`src/rtl/mem_arbiter.sv`:
```
// Single-port memory arbiter shared by instruction fetch and data access.
// Data wins by default; a starvation counter forces a fetch grant after STARVE_MAX data wins.
module mem_arbiter #(
  parameter int ADDR_W     = 10,
  parameter int DATA_W     = 32,
  parameter int RD_LAT     = 2,
  parameter int STARVE_MAX = 3
) (
  input  logic              clk,
  input  logic              rst,
  input  logic              if_req,
  input  logic [ADDR_W-1:0] if_addr,
  input  logic              if_flush,
  output logic              if_gnt,
  output logic              if_rvalid,
  output logic [DATA_W-1:0] if_rdata,
  input  logic              dm_req,
  input  logic              dm_we,
  input  logic [ADDR_W-1:0] dm_addr,
  input  logic [DATA_W-1:0] dm_wdata,
  output logic              dm_gnt,
  output logic              dm_rvalid,
  output logic [DATA_W-1:0] dm_rdata,
  input  logic              halted,
  output logic              mem_en,
  output logic              mem_we,
  output logic [ADDR_W-1:0] mem_addr,
  output logic [DATA_W-1:0] mem_wdata,
  input  logic [DATA_W-1:0] mem_rdata,
  output logic              busy
);

  typedef enum logic [1:0] {IDLE = 2'd0, ISSUE = 2'd1, WAIT = 2'd2} state_t;

  localparam logic [2:0] WAIT_LOAD  = 3'(RD_LAT - 1);
  localparam logic [3:0] STARVE_LIM = 4'(STARVE_MAX);

  state_t state_r, state_s;

  logic [2:0]        wait_cnt_r;
  logic [3:0]        starve_cnt_r;
  logic              is_fetch_r;
  logic              is_store_r;
  logic              flush_flag_r;
  logic              if_gnt_r, dm_gnt_r, if_rvalid_r, dm_rvalid_r;
  logic              mem_en_r, mem_we_r;
  logic [ADDR_W-1:0] mem_addr_r;
  logic [DATA_W-1:0] mem_wdata_r, if_rdata_r, dm_rdata_r;

  logic if_elig_s, any_req_s, pick_if_s, flush_hit_s;

  assign if_elig_s   = if_req & ~halted;
  assign any_req_s   = dm_req | if_elig_s;
  assign pick_if_s   = if_elig_s & (~dm_req | (starve_cnt_r == STARVE_LIM));
  assign flush_hit_s = flush_flag_r | if_flush;

  // State register
  always_ff @(posedge clk) begin
    if (rst) state_r <= IDLE;
    else     state_r <= state_s;
  end

  // Next-state logic
  always_comb begin
    state_s = state_r;
    case (state_r)
      IDLE:    if (any_req_s) state_s = ISSUE; else state_s = IDLE;
      ISSUE:   if (is_store_r) state_s = IDLE; else state_s = WAIT;
      WAIT:    if (wait_cnt_r == 3'd0) state_s = IDLE; else state_s = WAIT;
      default: state_s = IDLE;
    endcase
  end

  // Transaction datapath: winner latch, memory strobes, wait timer and read return
  always_ff @(posedge clk) begin
    if (rst) begin
      is_fetch_r   <= 1'b0;
      is_store_r   <= 1'b0;
      flush_flag_r <= 1'b0;
      wait_cnt_r   <= 3'd0;
      if_gnt_r     <= 1'b0;
      dm_gnt_r     <= 1'b0;
      if_rvalid_r  <= 1'b0;
      dm_rvalid_r  <= 1'b0;
      mem_en_r     <= 1'b0;
      mem_we_r     <= 1'b0;
      mem_addr_r   <= '0;
      mem_wdata_r  <= '0;
      if_rdata_r   <= '0;
      dm_rdata_r   <= '0;
    end else begin
      if_gnt_r    <= 1'b0;
      dm_gnt_r    <= 1'b0;
      if_rvalid_r <= 1'b0;
      dm_rvalid_r <= 1'b0;
      mem_en_r    <= 1'b0;
      mem_we_r    <= 1'b0;
      case (state_r)
        IDLE: begin
          if (any_req_s) begin
            is_fetch_r   <= pick_if_s;
            is_store_r   <= ~pick_if_s & dm_we;
            flush_flag_r <= 1'b0;
            if_gnt_r     <= pick_if_s;
            dm_gnt_r     <= ~pick_if_s;
            mem_en_r     <= 1'b1;
            mem_we_r     <= ~pick_if_s & dm_we;
            mem_addr_r   <= pick_if_s ? if_addr : dm_addr;
            if (!pick_if_s) mem_wdata_r <= dm_wdata;
          end
        end
        ISSUE: begin
          wait_cnt_r <= WAIT_LOAD;
          if (is_fetch_r && if_flush) flush_flag_r <= 1'b1;
        end
        WAIT: begin
          if (is_fetch_r && if_flush) flush_flag_r <= 1'b1;
          if (wait_cnt_r == 3'd0) begin
            // A flushed fetch still completes at the memory but is never returned.
            if (is_fetch_r) begin
              if_rvalid_r <= ~flush_hit_s;
              if (!flush_hit_s) if_rdata_r <= mem_rdata;
            end else begin
              dm_rvalid_r <= 1'b1;
              dm_rdata_r  <= mem_rdata;
            end
          end else begin
            wait_cnt_r <= wait_cnt_r - 3'd1;
          end
        end
        default: begin
          flush_flag_r <= 1'b0;
        end
      endcase
    end
  end

  // Starvation counter: counts data wins while a fetch is waiting
  always_ff @(posedge clk) begin
    if (rst || !if_elig_s) begin
      starve_cnt_r <= 4'd0;
    end else if (state_r == IDLE && any_req_s) begin
      if (pick_if_s)                     starve_cnt_r <= 4'd0;
      else if (starve_cnt_r < STARVE_LIM) starve_cnt_r <= starve_cnt_r + 4'd1;
      else                               starve_cnt_r <= starve_cnt_r;
    end else begin
      starve_cnt_r <= starve_cnt_r;
    end
  end

  // A flush in the return cycle itself must still kill the pulse.
  assign if_rvalid = if_rvalid_r & ~if_flush;
  assign if_gnt    = if_gnt_r;
  assign if_rdata  = if_rdata_r;
  assign dm_gnt    = dm_gnt_r;
  assign dm_rvalid = dm_rvalid_r;
  assign dm_rdata  = dm_rdata_r;
  assign mem_en    = mem_en_r;
  assign mem_we    = mem_we_r;
  assign mem_addr  = mem_addr_r;
  assign mem_wdata = mem_wdata_r;
  assign busy      = (state_r != IDLE);

endmodule

```
`config.mk`:
```
export PLATFORM = sky130hd
export DESIGN_NAME = mem_arbiter
export DESIGN_NICKNAME = d
export VERILOG_FILES = /design/src/rtl/mem_arbiter.sv
export SDC_FILE = /design/constraint.sdc
export NUM_CORES = 1
export LEC_CHECK = 0
export BUFFER_PORTS_ARGS = -buffer_cell sky130_fd_sc_hd__buf_2
export CORE_ASPECT_RATIO = 0.6
export CORE_MARGIN = 8
export CORE_UTILIZATION = 46
export DETAILED_ROUTE_END_ITERATION = 7
export GPL_ROUTABILITY_DRIVEN = 0
export MAX_ROUTING_LAYER = met4
export PLACE_DENSITY = 0.84
export SETUP_SLACK_MARGIN = 0.02
export SKIP_CTS_REPAIR_TIMING = 1
export SLEW_MARGIN = 30
export SYNTH_ARGS = -nofsm -noshare
export SYNTH_HDL_FRONTEND = slang
export SYNTH_SLANG_ARGS = --single-unit
export TNS_END_PERCENT = 5
```
`constraint.sdc`:
```
create_clock -name clk -period 2.25 [get_ports clk]
set_input_delay 0.225 -clock clk [delete_from_list [all_inputs] [get_ports clk]]
set_output_delay 0.225 -clock clk [all_outputs]
set_load 0.005 [all_outputs]
```
# Word level (Yosys, flattened, before mapping)
# Index checks and enable logic that the tools add are counted.
totals:
  ff_bits: 124
  output_inout_bits: 113
classes:
  add_sub_neg: 2
  n_lt_le_gt_ge: 1
  eq_ne: 6
  muxes: 14
  bitwise_logic: 17
  reduce_logical: 21
ops:
  columns: ["cell", "n"]
  rows:
  - ["two-way mux 10 bit", 1]
  - ["NOT 1 bit", 10]
  - ["two-way mux 4 bit", 2]
  - ["AND reduction 2 bit", 4]
  - ["one-hot mux 2 bit (3 select lines)", 1]
  - ["one-hot mux 3 bit (2 select lines)", 1]
  - ["AND reduction 3 bit", 2]
  - ["nonzero test 2 bit", 3]
  - ["OR reduction 3 bit", 2]
  - ["two-way mux 1 bit", 5]
  - ["adder 4 x 1 -> 4 bit (second input constant)", 1]
  - ["bitwise AND 1 bit", 4]
  - ["== test 4 x 2 -> 1 bit (second input constant)", 1]
  - ["less-than comparator 4 x 2 -> 1 bit (second input constant)", 1]
  - ["two-way mux 2 bit", 2]
  - ["inequality test 2 bit (second input constant)", 2]
  - ["AND reduction 4 bit", 1]
  - ["OR reduction 2 bit", 2]
  - ["OR reduction 4 bit", 1]
  - ["logical NOT 3 bit", 1]
  - ["two-way mux 3 bit", 1]
  - ["OR 1 bit", 3]
  - ["subtractor 3 x 1 -> 3 bit (second input constant)", 1]
  - ["== test 2 x 1 -> 1 bit (second input constant)", 1]
  - ["7 further kinds", 8]

# Logic depth before layout (Yosys ltp)
# Gate-level depths: netlist of run 1.
depth:
  ltp_word: 5
  depth_mapped: 9
  mapped_depth_nobuf: 7

# Worst setup path before layout of run 1
# OpenSTA, ideal clock, no wires.
synth_timing:
  kind: "register -> register"
  start: "reg wait_cnt_r[0]"
  end: "reg if_rdata_r[10], in the netlist if_rdata[10]"
  t_arrival_ns: 1.574
  required_ns: 2.118
  slack_ns: 0.544
  path_stages_with_launch: 10
  synth_period_minus_slack_ns: 1.706
  path_cell_list: "dfxtp_1 > inv_1 > ha_1 > ha_1 > nand2_2 > or4b_1 > buf_2 > buf_6 > nand2_1 > a21oi_1"
synth_between:
  elab_chain_len: 2
synth_lines:
  columns: ["element", "line", "source"]
  rows:
  - ["from (decl)", "40", "logic [2:0] wait_cnt_r;"]
  - ["from (signal assigned)", "128", "wait_cnt_r <= wait_cnt_r - 3'd1;"]
  - ["logical NOT 3 bit", "118", "if (wait_cnt_r == 3'd0) begin"]
  - ["AND reduction 4 bit (no line)", null, null]
  - ["to (signal assigned)", "122", "if (!flush_hit_s) if_rdata_r <= mem_rdata;"]
  - ["to (decl)", "48", "logic [DATA_W-1:0] mem_wdata_r, if_rdata_r, dm_rdata_r;"]
# Every way passes these cells.
# A chain may end at the register's enable or synchronous reset.

# Worst setup path in the final report of run 1
layout_timing:
  start: "reg starve_cnt_r[0]"
  end: "reg mem_wdata_r[17], in the netlist mem_wdata[17]"
layout_between:
  elab_chain_len: 5
layout_lines:
  columns: ["element", "line", "source"]
  rows:
  - ["from (decl)", "41", "logic [3:0] starve_cnt_r;"]
  - ["from (signal assigned)", "144", "else if (starve_cnt_r < STARVE_LIM) starve_cnt_r <= starve_cnt_r + 4'd1;"]
  - ["from (signal assigned)", "145", "else starve_cnt_r <= starve_cnt_r;"]
  - ["from (signal assigned)", "147", "starve_cnt_r <= starve_cnt_r;"]
  - ["== test 4 x 2 -> 1 bit", "54", "assign pick_if_s = if_elig_s & (~dm_req | (starve_cnt_r == STARVE_LIM));"]
  - ["OR 1 bit", "54", null]
  - ["bitwise AND 1 bit", "54", null]
  - ["NOT 1 bit (no line)", null, null]
  - ["AND reduction 3 bit (no line)", null, null]
  - ["to (signal assigned)", "109", "if (!pick_if_s) mem_wdata_r <= dm_wdata;"]
  - ["to (decl)", "48", null]
# Every way passes these cells.

==> results of run 1 <==
[final timing paths]
| check | start | endpoint | cells past startpoint |
|---|---|---|---|
| hold / removal | dm_we | mem_we | 2 |
| setup / recovery | starve_cnt_r[0] | mem_wdata[17] | 6 |
| setup reg to reg | starve_cnt_r[0] | mem_wdata[17] | 6 |
| hold reg to reg | dm_rdata[9] | dm_rdata[9] | 2 |
[cells by family after synthesis]
group	after synthesis	synth area share, %
compound gates	131	16.3
flops	124	55.2
buf+inv	55	5.46
mux	2	0.473
simple gates	229	20.6
fa+ha+maj	7	1.95
[through the flow]
step,setup WS (ps),std cells
3_3_place_gp,446,861
6_report,274,893
4_1_cts,274,893
2_1_floorplan,544,548
3_5_place_dp,296,861
5_1_grt,135,893
[worst max-delay path, stage by stage (launching register included)]
cell and delay (ps):
dfxtp_1 350, ha_1 180, nor3b_2 310, a21o_1 410
buf_4 380, nand2_1 100, a21oi_1 160
[area by class of cell]
type | count | area share [%]
clock buffers | 21 | 7.37
clock inverters | 11 | 2.66
inverters | 18 | 1.08
multi-input cells | 369 | 28.5
flip-flops and latches | 124 | 39.7
well taps | 135 | 2.70
repair buffers | 215 | 17.9
[synth_stat cells, drive strengths merged]
| cell | instances | area, um2 |
|---|---|---|
| and2 | 1 | 6.26 |
| a31oi | 2 | 12.5 |
| nor4 | 1 | 6.26 |
| nor3 | 7 | 35.0 |
| or4b | 1 | 10.0 |
| nand2b | 2 | 12.5 |
| a21o | 1 | 7.51 |
| a21oi | 111 | 556 |
| mux2 | 1 | 11.3 |
| mux2i | 1 | 10.0 |
| and2b | 1 | 7.51 |
| nor4b | 1 | 15.0 |
| o21ai | 4 | 20.0 |
| nor2 | 11 | 41.3 |
| o21a | 1 | 7.51 |
| nand3 | 1 | 5.00 |
| a22oi | 1 | 7.51 |
| clkbuf | 21 | 78.8 |
| a22o | 1 | 8.76 |
| dfxtp | 124 | 2480 |
| buf | 16 | 98.8 |
| nand2 | 197 | 742 |
| ha | 7 | 87.6 |
| inv | 18 | 67.6 |
| or2 | 1 | 6.26 |
| nor3b | 1 | 12.5 |
| o221a | 10 | 113 |
| nor2b | 2 | 12.5 |
| and3 | 2 | 12.5 |
[flip-flops by register name (all words and copies together) (netlist names), 2 cells and up]
name	flops
dm_rdata	32
wait_cnt_r	3
mem_wdata	32
state_r	2
if_rdata	32
mem_addr	10
starve_cnt_r	4
[power groups by stage]
stage | clock network (mW) | registers, mW | logic (mW)
after detailed placement | 0 | 2.39 | 0.537
after global placement | 0 | 2.38 | 0.515
after global routing | 3.01 | 2.36 | 0.593
after floorplan | 0 | 2.40 | 0.265
final | 2.86 | 2.35 | 0.536
after CTS | 2.90 | 2.35 | 0.539
[per-layer routing]
| metal | GRT usage [%] | wire length, um | vias up |
|---|---|---|---|
| met2 | 33.4 | 6410 | 171 |
| li1 | - | - | 2184 |
| met4 | 8.01 | 185 | 0 |
| met3 | 7.45 | 1230 | 18 |
| met1 | 23.2 | 5630 | 2025 |
| met5 | - | 0 | - |
==> results.cfg, run 1 <==
[timing]
setup-violations-final = 0
hold_violations = 0
period_needed_ps = 1980
maxSlewViolCount = 0
fin_skew_ps = 8.69
fmax_mhz = 506
timing.final.crit_share_pct = 87.8
relSlewSlack_pct = 65.1
tns_ps = 0
holdWs_ps = 58.1
worst_slew_pin_slew_ps = 520
rsz0062_at_grt = no

[global_route]
grt_pass1_wl_mm = 21.3
grt_overflow = 0
antenna_found_initial = 0
grt_max_degree = 41
track_usage_pct = 20.7
grt_pass1_vias = 4456

[floorplanning]
die_height_um = 92.6
coreArea_um2 = 9670
floorplan.rows = 28
start_util_pct = 46.5
die_x_um = 144
io_pins = 204
dieArea_um2 = 13300

[synth]
yosys_register_bits = 124
avgSynthCellArea_um2 = 8.20
ys_warn_count = 0
synth_cells = 548
syn-cell-area_um2 = 4490
ys_types = 32
synth_fp_nets = 646
ys_seq_area_share_pct = 55.2

[flow_run]
cap_violations = 0

[critical_path]
end_kind = flip-flop
cp_max_fo = 32
crit_path_start_kind = flip-flop
regToRegSetupSlack_ps = 270
path_class = reg2reg
arrival_ps = 2300
worst_ep_required_time_ps = 2580

[final_layout]
final_common_cell = buf_2
final_util_pct = 64.6
nNetsFinal = 843
post_route_cells_drive_above_1_share_pct = 34.6
multi_input_area_um2 = 1780
antennaDiodeCount = 0
fin_area_um2 = 6250
area_growth_pct = 39.0
regArea_um2 = 2480
final_cell_mix = 202 x buf_2, 196 x nand2_1, 124 x dfxtp_1
fillers = 834

[power]
p_per_area_nw_per_um2 = 920
clkPwrFrac_pct = 49.8
combinationalPowerShare_pct = 9.3
total_power_mw = 5.74
p_leak_nw = 2.86
seqPwrFrac_pct = 40.8
internal-power_mw = 4.44
vdd_drop_max_v = 0.000585
p_sw_mw = 1.30
sw_frac_of_total_pct = 22.7

[routing]
routed_wl_mm = 13.5
drc = 0
wire_per_inst_um = 15.1
drtAntennaViolNets = 0
drt-initial-drc-count = 213
num_vias = 4398
firstDrtPassIters = 4
viasPerCell = 4.92

[place]
dp_hpwl_mm = 9.98
io_buffers = 203
dpl_cell_area_um2 = 5620

[clocking]
path_clk_slew_ps = 50
clock-root-buffer = clkbuf_16
clk_path_buf_depth = 2
cts_buffers = 17
cts.sinks = 124
tritoncts = done
insertion_delay_ps = 400
h-tree-depth = 4

[run_status]
outcome = finished, final reports clean

[min_path]
min_path_type = in2reg
(Power assumes the default switching activity.)
==> inputs of run 2 (changes only) <==
--- a/config.mk
+++ b/config.mk
@@ -5,14 +5,15 @@
 export SDC_FILE = /design/constraint.sdc
 export NUM_CORES = 1
 export LEC_CHECK = 0
+export ABC_AREA = 1
 export BUFFER_PORTS_ARGS = -buffer_cell sky130_fd_sc_hd__buf_2
 export CORE_ASPECT_RATIO = 0.6
 export CORE_MARGIN = 8
-export CORE_UTILIZATION = 46
+export CORE_UTILIZATION = 47
 export DETAILED_ROUTE_END_ITERATION = 7
 export GPL_ROUTABILITY_DRIVEN = 0
 export MAX_ROUTING_LAYER = met4
-export PLACE_DENSITY = 0.84
+export PLACE_DENSITY = 0.85
 export SETUP_SLACK_MARGIN = 0.02
 export SKIP_CTS_REPAIR_TIMING = 1
 export SLEW_MARGIN = 30
==> run 2 against run 1 <==
Critical path depth rose by 2. Final cell count increased by 1.1%. Register-to-register slack improved by 180 ps. Largest cell class unchanged. Cell area fell by 0.36%. Area after synthesis rose by 1.4%. Synthesized cell count up 4.0%. Clock-buffer cell count decreased by 3. Power up 3.1%. Critical path type unchanged.
==> results.cfg, run 2 <==
[power]
seqPwrFrac_pct = 40.9
clkPwrFrac_pct = 48.6
combinationalPowerShare_pct = 10.5
sw_frac_of_total_pct = 23.1
p_per_area_nw_per_um2 = 951
p_sw_mw = 1.37
vdd_drop_max_v = 0.000593
internal-power_mw = 4.55
p_leak_nw = 3.07

[min_path]
min_path_type = in2reg
hold_path_end = mem_wdata[9]
hold_depth = 3
min_from = dm_wdata[9]

[timing]
period_needed_ps = 1800
rsz0062_at_grt = no
maxSlewViolCount = 0
tns_ps = 0
fmax_mhz = 556
relSlewSlack_pct = 60.8
setup-violations-final = 0
timing.final.crit_share_pct = 79.9
hold_violations = 0
worst_slew_pin_slew_ps = 586
fin_skew_ps = 6.59

[synth]
synth_cells = 570
synth_top_area_share_pct = 54.5
yosysMostFrequentCell = nor2_1
synth_area_leaders = dfxtp_1 54%, nor2_1 12%, o21ai_0 9.0%, inv_1 4.4%, a21oi_1 4.1%
ys_types = 28
synth_fp_nets = 668
avgSynthCellArea_um2 = 8.00
ys_warn_count = 0
ys.flop_type = dfxtp_1
synth_edf_count = 0
syn-cell-area_um2 = 4560
yosys_register_bits = 124
synth_commonest_cells = 142 x nor2_1, 124 x dfxtp_1, 82 x o21ai_0, 53 x inv_1, 37 x a21oi_1
yosysTopAreaCell = dfxtp_1
ys_seq_area_share_pct = 54.5
ys_async_sr_fraction_pct = 0

[global_route]
grt_overflow = 0
grt_pass1_vias = 4304
grt_max_degree = 74
antenna_found_initial = 0
track_usage_pct = 20.6
grt_pass1_wl_mm = 21.4

[floorplanning]
die_x_um = 143
coreArea_um2 = 9290
die_height_um = 92.3
start_util_pct = 49.1
floorplan.rows = 27
dieArea_um2 = 13200
io_pins = 204

[clocking]
clock-root-buffer = clkbuf_16
path_clk_slew_ps = 50
tritoncts = done
h-tree-depth = 4
cts.sinks = 124
cts_buffers = 17
clk_path_buf_depth = 2
insertion_delay_ps = 400

[critical_path]
regToRegSetupSlack_ps = 450
r2r_end = mem_wdata[28]
r2r_cells = 8
rr_startpoint = starve_cnt_r[0]
cp_max_fo = 34
arrival_ps = 2130
crit_path_start_kind = flip-flop
end_kind = flip-flop
path_class = reg2reg
worst_ep_required_time_ps = 2580

[routing]
firstDrtPassIters = 5
drtAntennaViolNets = 0
viasPerCell = 4.92
routed_wl_mm = 13.6
num_vias = 4444
drt-initial-drc-count = 286
drc = 0
wire_per_inst_um = 15.0

[final_layout]
final_common_cell = buf_2
fillers = 765
nNetsFinal = 859
antennaDiodeCount = 0
fin_area_um2 = 6220
area_growth_pct = 36.6
final_cell_mix = 203 x buf_2, 141 x nor2_1, 124 x dfxtp_1
post_route_cells_drive_above_1_share_pct = 32.2

[flow_run]
cap_violations = 0

[place]
dp_hpwl_mm = 9.98
dpl_cell_area_um2 = 5600
io_buffers = 203

[run_status]
outcome = finished, final reports clean
## run 2: cell types whose count changed after synthesis, sizes merged, moves of 5 or more
cell,before,now
o21ai,4,110
a21oi,111,38
buf,16,22
nor2,11,142
clkbuf,21,13
nand2,197,37
a31oi,2,11
nor3,7,2
o221a,10,0
inv,18,55
## run 2: cell families after synthesis
family                     after synthesis  synth area share (%)
adders and majority gates                7                  1.92
DFF                                    124                  54.5
AOI/OAI and AO/OA                      161                  18.3
buffers and inverters                   90                  9.03
and+or+nand+nor                        188                  16.3
## run 2: power by group through the flow
stage	clock network [mW]	logic, mW	registers (mW)
final	2.88	0.624	2.42
after floorplan	0	0.333	2.47
after global routing	3.03	0.697	2.43
after global placement	0	0.603	2.45
after detailed placement	0	0.625	2.46
after CTS	2.94	0.630	2.42
## run 2: worst max path at each step
stage / start / end / slack (ps) / cells after the start
6_report: starve_cnt_r[0] / mem_wdata[28] / 450 / 8
5_1_grt: starve_cnt_r[0] / mem_wdata[28] / 260 / 8
4_1_cts: starve_cnt_r[0] / mem_wdata[28] / 430 / 8
3_5_place_dp: starve_cnt_r[0] / mem_wdata[28] / 440 / 8
3_3_place_gp: starve_cnt_r[0] / mem_wdata[26] / 540 / 8
2_1_floorplan: wait_cnt_r[0] / dm_rdata[10] / 830 / 9
## run 2: layer usage
metal / vias to the layer above / global-route usage [%] / part of all wire, %
li1: 2224 / - / -
met1: 2047 / 23.2 / 42
met2: 161 / 35.0 / 50
met3: 12 / 5.12 / 7.5
met4: 0 / 6.86 / 0.98
met5: - / - / 0
## run 2: final cells by class
type / instances / area [um2] / area share (%)
timing repair buffer: 207 / 1070 / 17.2
clock buffer: 18 / 429 / 6.89
inverter: 55 / 209 / 3.36
multi-input combinational: 356 / 1670 / 26.9
tap: 130 / 163 / 2.61
sequential: 124 / 2480 / 39.9
clock inverter: 13 / 199 / 3.20
## run 2: through the flow
stage / utilization (%) / hold slack (ps) / worst slack [ps] / std cells / total power, mW
6_report: 67.0 / 58.0 / 451 / 903 / 5.92
5_1_grt: 67.0 / 63.9 / 261 / 903 / 6.16
4_1_cts: 67.0 / 45.4 / 425 / 903 / 5.99
3_5_place_dp: 60.2 / 432 / 444 / 872 / 3.09
3_3_place_gp: 60.2 / 428 / 544 / 872 / 3.06
2_1_floorplan: - / 294 / 828 / 570 / 2.80
## run 2: critical path: stages (launching register included)
cell	delay (ps)
dfxtp_1	320
ha_1	210
nand2_1	60
nand2_1	50
nand2_2	260
nand2_4	270
inv_4	330
nor2_1	70
nor2_1	130
==> inputs of run 3 (changes only) <==
--- a/config.mk
+++ b/config.mk
@@ -5,15 +5,15 @@
 export SDC_FILE = /design/constraint.sdc
 export NUM_CORES = 1
 export LEC_CHECK = 0
-export ABC_AREA = 1
+export ABC_AREA = 0
 export BUFFER_PORTS_ARGS = -buffer_cell sky130_fd_sc_hd__buf_2
 export CORE_ASPECT_RATIO = 0.6
 export CORE_MARGIN = 8
-export CORE_UTILIZATION = 47
+export CORE_UTILIZATION = 46
 export DETAILED_ROUTE_END_ITERATION = 7
 export GPL_ROUTABILITY_DRIVEN = 0
 export MAX_ROUTING_LAYER = met4
-export PLACE_DENSITY = 0.85
+export PLACE_DENSITY = 0.84
 export SETUP_SLACK_MARGIN = 0.02
 export SKIP_CTS_REPAIR_TIMING = 1
 export SLEW_MARGIN = 30
==> constraint.sdc (replaced) <==
create_clock -name clk -period 1.8 [get_ports clk]
set_input_delay 0.18 -clock clk [delete_from_list [all_inputs] [get_ports clk]]
set_output_delay 0.18 -clock clk [all_outputs]
set_load 0.005 [all_outputs]
==> run 3 against run 2 <==
Worst setup slack got worse by 410 ps. Clock skew rose by 5.1 ps. Power grew 23%. Combinational power up 17%. Global-route usage is 0.66 points higher. Clock-buffer cell count is 3 higher. Die area increased by 0.62%. Clock power grew 25%. First-iteration DRC count fell by 23%. Final cell count down 0.22%. Critical path depth rose by 2. Register-to-register slack worse by 410 ps. Largest cell class unchanged.
==> results.cfg, run 3 (synthesized netlist as in run 1, its figures left out) <==
[run_status]
outcome = finished, final reports clean

[timing]
maxSlewViolCount = 0
period_needed_ps = 1760
fmax_mhz = 568
hold_violations = 0
setup_slack_ps = 40.1
setup-violations-final = 0
timing.final.crit_share_pct = 97.8
fin_skew_ps = 11.7
relSlewSlack_pct = 65.9
worst_slew_pin_slew_ps = 511
rsz0062_at_grt = yes
holdWs_ps = 14.7

[routing]
routed_wl_mm = 14.0
num_vias = 4519
firstDrtPassIters = 5
wire_per_inst_um = 15.6
drt-initial-drc-count = 220
viasPerCell = 5.02
drc = 0
drtAntennaViolNets = 0

[final_layout]
nNetsFinal = 851
multi_input_area_um2 = 1830
antennaDiodeCount = 0
final_common_cell = buf_2
fin_area_um2 = 6500
regArea_um2 = 2480
fillers = 791
area_growth_pct = 44.6
final_cell_mix = 202 x buf_2, 195 x nand2_1, 124 x dfxtp_1
post_route_cells_drive_above_1_share_pct = 36.8
stdcell_count = 901
final_util_pct = 67.2

[flow_run]
cap_violations = 0

[min_path]
hold_path_end = mem_wdata[10]
hold_depth = 3
min_path_type = in2reg
min_from = dm_wdata[10]

[floorplanning]
dieArea_um2 = 13300
die_x_um = 144
floorplan.rows = 28
die_height_um = 92.6
io_pins = 204
start_util_pct = 46.5
coreArea_um2 = 9670

[critical_path]
worst_ep_required_time_ps = 2120
path_buf_inv = 4
crit_path_start_kind = flip-flop
r2r_end = if_rdata[13]
rr_startpoint = wait_cnt_r[0]
arrival_ps = 2080
path_cells = inv_2, ha_4, ha_4, nand2_2, buf_6, nor4b_4, buf_6, clkbuf_16, nand2_1, a21oi_1
crit_slowest_cell = nor4b_4
r2r_cells = 10
end_kind = flip-flop
regToRegSetupSlack_ps = 40
max_stage_delay_ps = 310
cp_max_fo = 6
critPathTopFamily = buffers and inverters
path_class = reg2reg

[clocking]
path_clk_slew_ps = 60
insertion_delay_ps = 400
clock-root-buffer = clkbuf_16
cts_buffers = 17
cts.sinks = 124
h-tree-depth = 4
tritoncts = done
clk_path_buf_depth = 2

[place]
dp.cells = 862
dpl_cell_area_um2 = 5720
dp_hpwl_mm = 10.3
io_buffers = 203
dp_worst_setup_slack_ps = -19.3

[power]
vdd_drop_max_v = 0.000790
p_per_area_nw_per_um2 = 1120
p_leak_nw = 2.95

[global_route]
track_usage_pct = 21.2
grt_overflow = 0
grt_pass1_wl_mm = 21.7
antenna_found_initial = 0
grt_pass1_vias = 4564
grt_max_degree = 45
-- run 3: cell types whose count changed in the layout (fill, tap and decap cells not counted), sizes merged, moves of 3 or more --
| cell | delta |
|---|---|
| a21oi | +73 |
| clkbuf | +5 |
| o221a | +10 |
| nor3 | +5 |
| nor2 | -131 |
| a31oi | -9 |
| inv | -37 |
| nand2 | +160 |
| o21ai | -106 |
| buf | +13 |
| clkinv | -3 |
-- run 3: worst register-to-register path: stages (launching register included) --
cell,delay (ps)
dfxtp_1,300
inv_2,80
ha_4,140
ha_4,140
nand2_2,60
buf_6,130
nor4b_4,310
buf_6,180
clkbuf_16,150
nand2_1,60
a21oi_1,130
-- run 3: how the worst max path moves through the flow --
| stage | cells after the start | endpoint | from | slack, ps |
|---|---|---|---|---|
| finish | 10 | if_rdata[13] | wait_cnt_r[0] | 40 |
| global route | 10 | if_rdata[4] | wait_cnt_r[0] | -30 |
| CTS | 8 | if_rdata[23] | wait_cnt_r[0] | -40 |
| detailed placement | 8 | if_rdata[23] | wait_cnt_r[0] | -20 |
| global placement | 8 | if_rdata[19] | wait_cnt_r[0] | 60 |
| floorplan | 9 | if_rdata[10] | wait_cnt_r[0] | 90 |
-- run 3: power breakdown --
group	internal (mW)	switching, mW
logic	0.336	0.392
registers	2.87	0.0629
clock network	2.42	1.18
-- run 3: layer usage --
metal	share of wire [%]	up-vias	track usage [%]
met2	49	180	35.3
met3	10	11	8.27
li1	-	2209	-
met4	0.96	0	6.88
met5	0	-	-
met1	40	2119	23.0
-- run 3: through the flow --
step | total power [mW] | setup TNS, ps
6_report | 7.26 | 0
3_5_place_dp | 3.69 | -46.3
2_1_floorplan | 3.33 | 0
3_3_place_gp | 3.65 | 0
5_1_grt | 7.54 | -418
4_1_cts | 7.30 | -167
-- run 3: layout make-up --
cell class,count,share of cell area (%)
clock buffer,21,7.24
clock inverter,11,2.54
inverter,18,1.04
multi-input combinational,369,28.2
sequential,124,38.2
tap,135,2.60
timing repair buffer,223,20.2
